==> config.mk <==
export PLATFORM = sky130hd
export DESIGN_NAME = tbird_seq
export DESIGN_NICKNAME = d
export VERILOG_FILES = /design/src/rtl/tbird_pkg.sv /design/src/rtl/tbird_tick_div.sv /design/src/rtl/tbird_seq.sv
export SDC_FILE = /design/constraint.sdc
export NUM_CORES = 1
export LEC_CHECK = 0
export CORE_MARGIN = 2
export CORE_UTILIZATION = 50
export CTS_CLUSTER_DIAMETER = 60
export DETAILED_ROUTE_END_ITERATION = 6
export PLACE_DENSITY = 0.77
export RECOVER_POWER = 100
export SKIP_LAST_GASP = 1
export SLEW_MARGIN = 20
export SYNTH_ARGS = -nofsm -noshare
export SYNTH_HDL_FRONTEND = slang
export SYNTH_SLANG_ARGS = --single-unit
==> constraint.sdc <==
create_clock -name clk -period 1.9 [get_ports clk]
set_clock_uncertainty 0.15 [all_clocks]
set_input_delay 0.38 -clock clk [delete_from_list [all_inputs] [get_ports clk]]
set_output_delay 0.38 -clock clk [all_outputs]
set_load 0.02 [all_outputs]
==> src/rtl/tbird_pkg.sv <==
// Shared types and parameter bounds for the tail-light sequencer.
package tbird_pkg;

    typedef enum logic [2:0] {
        IDLE    = 3'd0,
        SWEEP_L = 3'd1,
        SWEEP_R = 3'd2,
        BLANK   = 3'd3,
        HAZ_ON  = 3'd4,
        HAZ_OFF = 3'd5
    } t_tbird_seq_state;

    localparam int N_LAMPS_MIN  = 1;
    localparam int N_LAMPS_MAX  = 16;
    localparam int TICK_DIV_MIN = 1;

endpackage

==> src/rtl/tbird_tick_div.sv <==
// Animation-step prescaler: tick pulses once every TICK_DIV clocks; clr restarts the count.
module tbird_tick_div
    import tbird_pkg::*;
#(
    parameter int TICK_DIV = 4
) (
    input  logic clk,
    input  logic rst_b,
    input  logic clr,
    output logic tick
);

    localparam int CW = (TICK_DIV > 1) ? $clog2(TICK_DIV) : 1;
    localparam logic [CW-1:0] CNT_LAST = CW'(TICK_DIV - 1);
    localparam logic [CW-1:0] CNT_ZERO = {CW{1'b0}};
    localparam logic [CW-1:0] CNT_ONE  = CW'(1);

    logic [CW-1:0] count_r;

    // Wrapping cycle counter, restarted when the sequencer leaves IDLE
    always_ff @(posedge clk or negedge rst_b) begin
        if (!rst_b) begin
            count_r <= CNT_ZERO;
        end else if (clr) begin
            count_r <= CNT_ZERO;
        end else if (count_r == CNT_LAST) begin
            count_r <= CNT_ZERO;
        end else begin
            count_r <= count_r + CNT_ONE;
        end
    end

    assign tick = (count_r == CNT_LAST);

endmodule

==> src/rtl/tbird_seq.sv <==
// Thunderbird tail-light sequencer: N-lamp turn sweeps, hazard flash and brake override.
module tbird_seq
    import tbird_pkg::*;
#(
    parameter int N_LAMPS  = 3,
    parameter int TICK_DIV = 4
) (
    input  logic               clk,
    input  logic               rst_b,
    input  logic               left,
    input  logic               right,
    input  logic               haz,
    input  logic               brake,
    output logic [N_LAMPS-1:0] l_lights,
    output logic [N_LAMPS-1:0] r_lights,
    output logic               busy
);

    localparam int SW = $clog2(N_LAMPS + 1);
    localparam logic [SW-1:0]      STEP_ONE  = SW'(1);
    localparam logic [SW-1:0]      STEP_LAST = SW'(N_LAMPS);
    localparam logic [N_LAMPS-1:0] ALL_ON    = {N_LAMPS{1'b1}};
    localparam logic [N_LAMPS-1:0] ALL_OFF   = {N_LAMPS{1'b0}};

    if ((N_LAMPS < N_LAMPS_MIN) || (N_LAMPS > N_LAMPS_MAX) || (TICK_DIV < TICK_DIV_MIN)) begin : g_param_check
        $error("tbird_seq: illegal parameters N_LAMPS=%0d TICK_DIV=%0d", N_LAMPS, TICK_DIV);
    end

    t_tbird_seq_state   state_r;
    t_tbird_seq_state   state_nxt_s;
    logic [SW-1:0]      step_r;
    logic [SW-1:0]      step_nxt_s;
    logic               tick_s;
    logic               clr_s;
    logic [N_LAMPS-1:0] therm_s;
    logic [N_LAMPS-1:0] l_dec_s;
    logic [N_LAMPS-1:0] r_dec_s;

    tbird_tick_div #(
        .TICK_DIV (TICK_DIV)
    ) u_tick_div (
        .clk   (clk),
        .rst_b (rst_b),
        .clr   (clr_s),
        .tick  (tick_s)
    );

    // Next-state and step logic; IDLE reacts every edge, all other states only on tick
    always_comb begin
        state_nxt_s = state_r;
        step_nxt_s  = step_r;
        case (state_r)
            IDLE: begin
                if (haz || (left && right)) begin
                    state_nxt_s = HAZ_ON;
                end else if (left) begin
                    state_nxt_s = SWEEP_L;
                    step_nxt_s  = STEP_ONE;
                end else if (right) begin
                    state_nxt_s = SWEEP_R;
                    step_nxt_s  = STEP_ONE;
                end else begin
                    state_nxt_s = IDLE;
                end
            end
            SWEEP_L, SWEEP_R: begin
                if (!tick_s) begin
                    state_nxt_s = state_r;
                end else if (haz) begin
                    state_nxt_s = HAZ_ON;
                end else if (step_r < STEP_LAST) begin
                    step_nxt_s = step_r + STEP_ONE;
                end else begin
                    state_nxt_s = BLANK;
                end
            end
            BLANK: begin
                if (tick_s) begin
                    state_nxt_s = IDLE;
                end else begin
                    state_nxt_s = BLANK;
                end
            end
            HAZ_ON: begin
                if (tick_s) begin
                    state_nxt_s = HAZ_OFF;
                end else begin
                    state_nxt_s = HAZ_ON;
                end
            end
            HAZ_OFF: begin
                if (!tick_s) begin
                    state_nxt_s = HAZ_OFF;
                end else if (haz || (left && right)) begin
                    state_nxt_s = HAZ_ON;
                end else begin
                    state_nxt_s = IDLE;
                end
            end
            default: begin
                state_nxt_s = IDLE;
                step_nxt_s  = STEP_ONE;
            end
        endcase
    end

    assign clr_s = (state_r == IDLE) && (state_nxt_s != IDLE);

    // FSM and step counter registers
    always_ff @(posedge clk or negedge rst_b) begin
        if (!rst_b) begin
            state_r <= IDLE;
            step_r  <= STEP_ONE;
        end else begin
            state_r <= state_nxt_s;
            step_r  <= step_nxt_s;
        end
    end

    // Lamp decode with brake override; the sweeping side is never forced
    always_comb begin
        l_dec_s = ALL_OFF;
        r_dec_s = ALL_OFF;
        therm_s = ALL_OFF;
        for (int i = 0; i < N_LAMPS; i++) begin
            therm_s[i] = (i < int'(step_r));
        end
        case (state_r)
            SWEEP_L: begin
                l_dec_s = therm_s;
                r_dec_s = brake ? ALL_ON : ALL_OFF;
            end
            SWEEP_R: begin
                l_dec_s = brake ? ALL_ON : ALL_OFF;
                r_dec_s = therm_s;
            end
            HAZ_ON: begin
                l_dec_s = ALL_ON;
                r_dec_s = ALL_ON;
            end
            HAZ_OFF: begin
                l_dec_s = ALL_OFF;
                r_dec_s = ALL_OFF;
            end
            IDLE, BLANK: begin
                l_dec_s = brake ? ALL_ON : ALL_OFF;
                r_dec_s = brake ? ALL_ON : ALL_OFF;
            end
            default: begin
                l_dec_s = ALL_OFF;
                r_dec_s = ALL_OFF;
            end
        endcase
    end

    // Lamps go dark the moment reset asserts, even if brake is held
    assign l_lights = rst_b ? l_dec_s : ALL_OFF;
    assign r_lights = rst_b ? r_dec_s : ALL_OFF;
    assign busy     = rst_b && (state_r != IDLE);

endmodule

Word-level counts from Yosys, hierarchy flattened
Index checks and enable logic that the tools add are counted.
{"block": "word_totals", "regBits": 7, "elab_cells": 58, "output_inout_bits": 7, "input_bits": 6}
{"block": "op_classes", "eq_ne": 11, "order_cmp": 4, "mux": 25, "n_bitwise": 1, "n_reduce_logical": 12, "addsub": 2}
{"operator": "$mux 3", "count": 9}
{"operator": "$mux 2", "count": 11}
{"operator": "$pmux 3 s3", "count": 2}
{"operator": "$pmux 3 s5", "count": 1}
{"operator": "$reduce_or 3->1", "count": 3}
{"operator": "$ne 2x2->1 const B", "count": 4}
{"operator": "$eq 3x2->1 const B", "count": 2}
{"operator": "$eq 3x3->1 const B", "count": 2}
{"operator": "$pmux 2 s3", "count": 1}
{"operator": "$reduce_and 6->1", "count": 1}
{"operator": "$reduce_bool 3->1", "count": 2}
{"operator": "$add 2x1->2 const B", "count": 2}
{"operator": "$lt 1x2->1 const A", "count": 2}
{"operator": "$eq 3x1->1 const B", "count": 1}
{"operator": "$logic_and 1x1->1", "count": 3}
{"operator": "$logic_not 3->1", "count": 1}
{"operator": "$ne 3x3->1 const B", "count": 1}
{"operator": "$eq 2x2->1 const B", "count": 1}
{"operator": "$lt 2x2->1 const A", "count": 1}
{"operator": "$lt 2x2->1 const B", "count": 1}
{"operator": "$reduce_or 2->1", "count": 1}
{"operator": "$logic_or 1x1->1", "count": 1}
{"operator": "$mux 1", "count": 1}
{"operator": "$not 1->1", "count": 1}

Depth between registers and ports, before layout
Gate-level depths: netlist of the first run.
{"block": "depth", "word_depth": 8, "mapped_depth": 6, "depth_no_buf": 5}

Hierarchy
A second synthesis of the first run with hierarchy kept.
{"block": "hier_totals", "hier_cells": 96, "area_unflattened_um2": 742.0}
{"mod": "tbird_seq", "cells_per_inst": 91, "instances": 1, "seq_area_each_um2": 126.4, "area_per_inst_um2": 669.4}
{"mod": "tbird_tick_div", "cells_per_inst": 5, "instances": 1, "seq_area_each_um2": 50.0, "area_per_inst_um2": 72.6}

Worst setup path before layout of the first run
Ideal clock, no wire load.
{"block": "synth_path", "path_kind": "register to output", "start": "register step_r[0]", "end": "output r_lights[0]", "t_required_ns": 1.370, "path_buffers": 0, "slack_ns": 0.123, "stages_incl_launch_ff": 6, "arrival_ns": 1.247, "cell_sequence": "dfstp_2 inv_1 ha_1 nand2b_1 a21oi_1 o21a_1"}
{"block": "synth_between", "elab_chain_len": 3}
{"element": "from (decl)", "line_no": "tbird_seq.sv:31", "source": "logic [SW-1:0] step_r;"}
{"element": "from (signal assigned)", "line_no": "tbird_seq.sv:116", "source": "step_r <= step_nxt_s;"}
{"element": "$lt 1x2->1", "line_no": "tbird_seq.sv:126", "source": "therm_s[i] = (i < int'(step_r));"}
{"element": "$pmux 3 s3", "line_no": "tbird_seq.sv:128", "source": "case (state_r)"}
{"element": "$mux 3", "line_no": "tbird_seq.sv:158", "source": "assign r_lights = rst_b ? r_dec_s : ALL_OFF;"}
{"element": "to (decl)", "line_no": "tbird_seq.sv:15", "source": "output logic [N_LAMPS-1:0] r_lights,"}
Every way passes these cells.

Worst setup path in the final report of the first run
{"block": "layout_path", "start": "register step_r[0]", "end": "output l_lights[2]"}
{"block": "layout_between", "elab_chain_len": 3}
{"element": "$lt 2x2->1", "line_no": "tbird_seq.sv:126"}
{"element": "$pmux 3 s3", "line_no": "tbird_seq.sv:128"}
{"element": "$mux 3", "line_no": "tbird_seq.sv:157", "source": "assign l_lights = rst_b ? l_dec_s : ALL_OFF;"}
{"element": "to (decl)", "line_no": "tbird_seq.sv:14", "source": "output logic [N_LAMPS-1:0] l_lights,"}
Every way passes these cells.

==> flow_summary.yaml, run 1 <==
placed_design:
  dp_cells: 135
  hpwlAfterDp_mm: 1.52
  port-buffer-count: 12
  place_congestion: 0.823
floorplan:
  io_pins: 13
  die_height_um: 41.2
  die-area_mm2: 0.00169
  rows: 13
  die_x_um: 41.2
  core_mm2: 0.00130
  start_util_pct: 53.1
worst_setup_path:
  cp.required_ns: 1.37
  crit_type: "flip-flop to primary output"
  end_kind: "primary output"
  path_buf_inv: 2
  cp_max_fo: 2
  path_depth: 6
  r2r_slack_ns: -0.11
  ff2ff_path_depth: 6
  start_kind: "flip-flop"
  cpPeakStageDelay_ns: 0.57
  critical_path.top_delay_family: "flip-flops"
  arrival_ns: 1.65
  slowest_stage: "dfstp_2"
  cp_cell_sequence: "buf_4 -> ha_4 -> nand2_1 -> a21oi_2 -> o21a_1 -> buf_6"
yosys:
  seq_area_frac_synth_pct: 25.5
  synth.area.top_cells: "dfrtp_1 22%, ha_1 7.2%, a21oi_1 6.5%"
  synth_nets: 95
  ys_types: 32
  syn_inst: 85
  ys_ff_latch: 7
  synth_warnings: 0
  syn_area_per_cell_um2: 8.13
  yosys.area.top_type: "dfrtp_1"
  synthesis.area_um2: 691
  synth.top_cell.area_share_pct: 21.7
sta:
  layout_setup_ws_ns: -0.283
  finalHoldViolCount: 0
  clock.fmax_ghz: 0.458
  rsz0062_at_grt: "true"
  relSlewSlack_pct: 73.9
  tightestPinTransition_ns: 0.389
  min_period_ns: 2.18
  drv_slew: 0
  period_share_pct: 115
  setup_viol: 10
  worst_hold_slack_ns: 0.478
route:
  routed_wl_mm: 3.28
  via_per_inst: 6.51
  drt-pass1-iter-count: 4
  ant_nets: 0
  drt-initial-drc-count: 62
  wl_per_cell_um: 22.5
  routed-via-count: 950
  route.detailed.drc: 0
clock_tree:
  cts.path.max_buffers: 2
  cts.clk_slew.worst_paths_ns: 0.07
  clock_latency_ns: 0.26
  postCtsHoldBufs: 0
  cts-root-buf: "clkbuf_4"
  cts_tree: "done"
  cts_sinks: 7
  htreeDepth: 1
  cts_buffers: 3
worst_hold_path:
  holdCritPathClass: "flip-flop to flip-flop"
  holdPathStages: 3
grt:
  grt_use_met2_pct: 64.5
  antenna_found_initial: 0
  use_met1_pct: 45.1
  grt_max_degree: 12
  grt_pass1_vias: 876
  grt_usage_pct: 37.6
  grt-ovfl-total: 0
  grt_busiest_layer: "met2"
  grt_pass1_wl_mm: 4.01
  met3_usage_pct: 5.98
run:
  cap_violations: 0
layout:
  area_delta_synth_final_pct: 78.3
  layout-drive-gt1-share_pct: 55.0
  stdcell_count: 146
  final_util_pct: 94.6
  diodes: 0
  nets: 142
power:
  p_total_mw: 2.00
  ir_drop_mv: 1.22
  leakage_nw: 0.515
  powerDensity_mw_per_mm2: 1630
outcome:
  status: "complete, but fails checks"
  violations: "setup timing"
## cells in the final DEF, fill, tap and decap left out, types with 4 or more instances in the layout
cell type   n
o21ai_1     4
buf_6       9
dfrtp_1     4
buf_4      31
nand2_1     9
a21oi_2     6
nor2_1      5
o21a_1      6
## layout make-up
cell class	instances	area, µm²
Clock buffer	4	26.3
Inverter	4	15.0
Tap cell	15	18.8
Timing Repair Buffer	46	390
Fill cell	32	70.1
Multi-Input combinational cell	70	602
Sequential cell	7	179
## flip-flops by register name, summed over array words and instances (netlist names)
name	count
state_r	3
step_r	2
u_tick_div.count_r	2
## what timing repair did
item | CTS | global route
endpoints found under the setup margin | 10 | 13
setup buffers | 5 | 2
gates resized for setup | 62 | 14
pin swaps | 17 | 9
## worst paths after layout
check                                 startpoint                    end
hold / removal             u_tick_div.count_r[0]  u_tick_div.count_r[0]
setup reg to reg                       step_r[0]  u_tick_div.count_r[0]
hold reg to reg            u_tick_div.count_r[0]  u_tick_div.count_r[0]
min in group asynchronous                  rst_b              step_r[1]
max in group asynchronous                  rst_b              step_r[0]
setup / recovery                       step_r[0]            l_lights[2]
## cell usage after synthesis
library cell,number
dfstp_2,1
or3_1,1
nand3_1,2
nand2_1,9
a32oi_1,3
mux2i_1,2
a21oi_1,9
nor4b_1,1
ha_1,4
nor3_1,1
nor4_1,1
nor2_1,5
nor2b_1,4
a2bb2oi_1,1
xor2_1,1
and2b_1,2
a311o_1,1
o21ai_1,4
buf_2,2
inv_1,4
o21ai_0,1
o41ai_2,1
xnor2_1,1
nand2b_1,4
dfrtp_1,6
buf_6,2
a211oi_2,1
and2_1,1
o211ai_1,1
nand3b_1,1
o31ai_1,2
o21a_1,6
## power by group
part           internal, mW  leakage, nW  switching [mW]
sequential            0.218       0.0805          0.0691
clock                0.0807       0.0150          0.0663
combinational         0.754        0.420           0.812
total                  1.05        0.515           0.947
## tightest hold or removal path, stage by stage, from the launching register on
cell and delay [ns]:
dfrtp_1 0.35, nor2_1 0.07, nand2_1 0.08, o31ai_1 0.07
## per-stage QoR
step                setup WS (ns)  area (µm²)  TNS (ns)
finish                     -0.283        1230     -1.49
global route               -0.355        1230     -2.10
CTS                        -0.104        1150    -0.468
detailed placement         -0.585        1000     -4.48
global placement           -0.516        1000     -3.77
floorplan                   0.123         691         0
## metal layers
metal,wire [µm],up-vias
met3,273,23
met2,1610,75
met5,0,-
met4,133,0
li1,-,405
met1,1260,447
## logic make-up after synthesis
family          synth area share [%]
buf+inv                         6.88
fa+ha+maj                       7.25
xor+xnor                        2.54
flops                           25.5
compound gates                  30.6
mux                             2.90
simple gates                    24.3
Note: power is estimated with default switching activity, not from simulation.
==> run 2, diff against run 1 <==
--- a/config.mk
+++ b/config.mk
@@ -5,11 +5,11 @@
 export SDC_FILE = /design/constraint.sdc
 export NUM_CORES = 1
 export LEC_CHECK = 0
-export CORE_MARGIN = 2
-export CORE_UTILIZATION = 50
+export CORE_AREA = 2 2 39 41
 export CTS_CLUSTER_DIAMETER = 60
 export DETAILED_ROUTE_END_ITERATION = 6
-export PLACE_DENSITY = 0.77
+export DIE_AREA = 0 0 41 43
+export PLACE_DENSITY = 0.8
 export RECOVER_POWER = 100
 export SKIP_LAST_GASP = 1
 export SLEW_MARGIN = 20
==> constraint.sdc (replaced) <==
create_clock -name clk -period 2.71 [get_ports clk]
set_clock_uncertainty 0.15 [all_clocks]
set_input_delay 0.542 -clock clk [delete_from_list [all_inputs] [get_ports clk]]
set_output_delay 0.542 -clock clk [all_outputs]
set_load 0.02 [all_outputs]
==> run 2 against run 1 <==
Effect of this change: register-to-register slack improved by 0.86 ns; the run now ends clean; sequential power fell by 24%; design area fell by 33%; via count is 29% lower; critical path type is now input pin to primary output; sequential share of layout area increased by 6.7 points; core utilization fell by 35 points; global-route usage down 18 points; sequential cell count stayed put; die area rose by 4.0%.
==> flow_summary.yaml, run 2 (synthesis results as in run 1) <==
worst_setup_path:
  start_kind: "input pin"
  arrival_ns: 1.96
  crit_top_cell: "clkdlybuf4s50_1"
  end_kind: "primary output"
  crit-reg2reg-launch: "state_r[0]"
  critical_path.top_delay_family: "buffers and inverters"
  slowest_stage: "clkdlybuf4s50_1"
  cpPeakStageDelay_ns: 0.63
  crit_type: "input pin to primary output"
  ff2ff_path_depth: 5
  cp_max_fo: 8
  cp_cell_sequence: "clkdlybuf4s50_1 -> and2_0 -> clkdlybuf4s50_1"
  rr_endpoint: "step_r[1]"
  cp.required_ns: 2.02
  r2r_slack_ns: 0.75
  path_buf_inv: 2
sta:
  clock.fmax_ghz: 0.377
  drv_slew: 0
  layout_setup_ws_ns: 0.0608
  relSlewSlack_pct: 55.4
  tightestPinTransition_ns: 0.661
  worst_hold_slack_ns: 0.426
  period_share_pct: 97.8
  setup_viol: 0
  min_period_ns: 2.65
  finalHoldViolCount: 0
  rsz0062_at_grt: "false"
layout:
  final_cell_mix: "9 x nand2_1, 8 x a21oi_1, 6 x o21a_1, 6 x dfrtp_1, 5 x nor2_1"
  diodes: 0
  final_common_cell: "nand2_1"
  fill_cells: 141
  largest_reg_flops: 3
  design_area_um2: 830
  nets: 112
  final_util_pct: 59.9
  reg_top3: "state_r: 3 flops, step_r: 2 flops, u_tick_div.count_r: 2 flops"
  area_delta_synth_final_pct: 20.1
  stdcell_count: 117
  largest_register: "state_r"
  layout-drive-gt1-share_pct: 7.92
floorplan:
  die_x_um: 41
  die_height_um: 43
  rows: 14
  die-area_mm2: 0.00176
  start_util_pct: 49.9
  io_pins: 13
  core_mm2: 0.00138
clock_tree:
  cts.clk_slew.worst_paths_ns: 0.05
  cts-root-buf: "clkbuf_4"
  cts_tree: "done"
  postCtsHoldBufs: 0
  cts.path.max_buffers: 2
  htreeDepth: 1
  cts_buffers: 3
  cts_sinks: 7
  clock_latency_ns: 0.25
  cts_setup_buffers: 0
placed_design:
  hpwlAfterDp_mm: 1.18
  port-buffer-count: 12
  dpl_cell_area_um2: 828
  place_congestion: 0.780
  dp_cells: 113
  dp_slack_ns: -0.0656
worst_hold_path:
  min_from: "step_r[0]"
  holdCritPathClass: "flip-flop to flip-flop"
  holdPathEnd: "step_r[0]"
  holdPathStages: 2
route:
  via_per_inst: 5.78
  drt-initial-drc-count: 16
  ant_nets: 0
  wl_met2_um: 761
  top_layer: "met4"
  routed_wl_mm: 1.52
  drt-pass1-iter-count: 4
  wl_per_cell_um: 13.0
  route.detailed.drc: 0
  met1Wirelength_um: 711
  routed-via-count: 676
  met3_wirelength_um: 37
grt:
  antenna_found_initial: 0
  grt_max_degree: 15
  grt_usage_pct: 19.8
  grt_pass1_vias: 559
  grt_pass1_wl_mm: 2.34
  grt-ovfl-total: 0
outcome:
  status: "finished clean"
run:
  cap_violations: 0
power:
  leakage_nw: 0.334
  powerDensity_mw_per_mm2: 1030
  ir_drop_mv: 0.559
==> run 2: worst max path at each step <==
stage	startpoint	to	slack, ns	cells after the start
floorplan	step_r[0]	r_lights[0]	0.77	5
global placement	brake	r_lights[0]	-0.04	5
detailed placement	brake	l_lights[2]	-0.07	5
CTS	brake	r_lights[2]	0.01	5
global route	rst_b	busy	0.02	3
finish	rst_b	busy	0.06	3
==> run 2: layer usage <==
metal / GRT usage [%] / up-vias
li1: - / 339
met1: 26.5 / 327
met2: 28.7 / 8
met3: 3.14 / 2
met4: 12.0 / 0
met5: 0 / -
==> run 2: final cells by class <==
| class | instances | area [µm²] | area share (%) |
|---|---|---|---|
| clock buffers | 4 | 26.3 | 3.17 |
| inverters | 4 | 15.0 | 1.81 |
| multi-input cells | 70 | 463 | 55.8 |
| flip-flops and latches | 7 | 176 | 21.3 |
| well taps | 16 | 20.0 | 2.41 |
| repair buffers | 16 | 129 | 15.5 |
==> run 2: repair_timing <==
action                                 in CTS  in global routing
gates resized for setup                     5                  2
setup endpoints to repair                   6                  2
endpoints found under the hold margin       0                  0
==> run 2: per-stage QoR <==
stage / power, mW / setup TNS, ns
after global routing: 0.929 / 0
after floorplan: 0.628 / 0
after CTS: 0.882 / 0
after global placement: 0.786 / -0.172
final: 0.858 / 0
after detailed placement: 0.802 / -0.327
==> run 2: worst register-to-register path, cell delays in order (launching register included) <==
cell and delay (ns):
dfrtp_1 0.52, buf_4 0.22, nand2_1 0.06, a2bb2oi_1 0.14, o41ai_1 0.55, mux2i_1 0.25
==> run 2: where the power goes <==
part	total (mW)	switching [mW]	internal, mW
Sequential	0.217	0.0660	0.151
Clock	0.0912	0.0353	0.0560
Combinational	0.550	0.310	0.240
Total	0.858	0.411	0.447
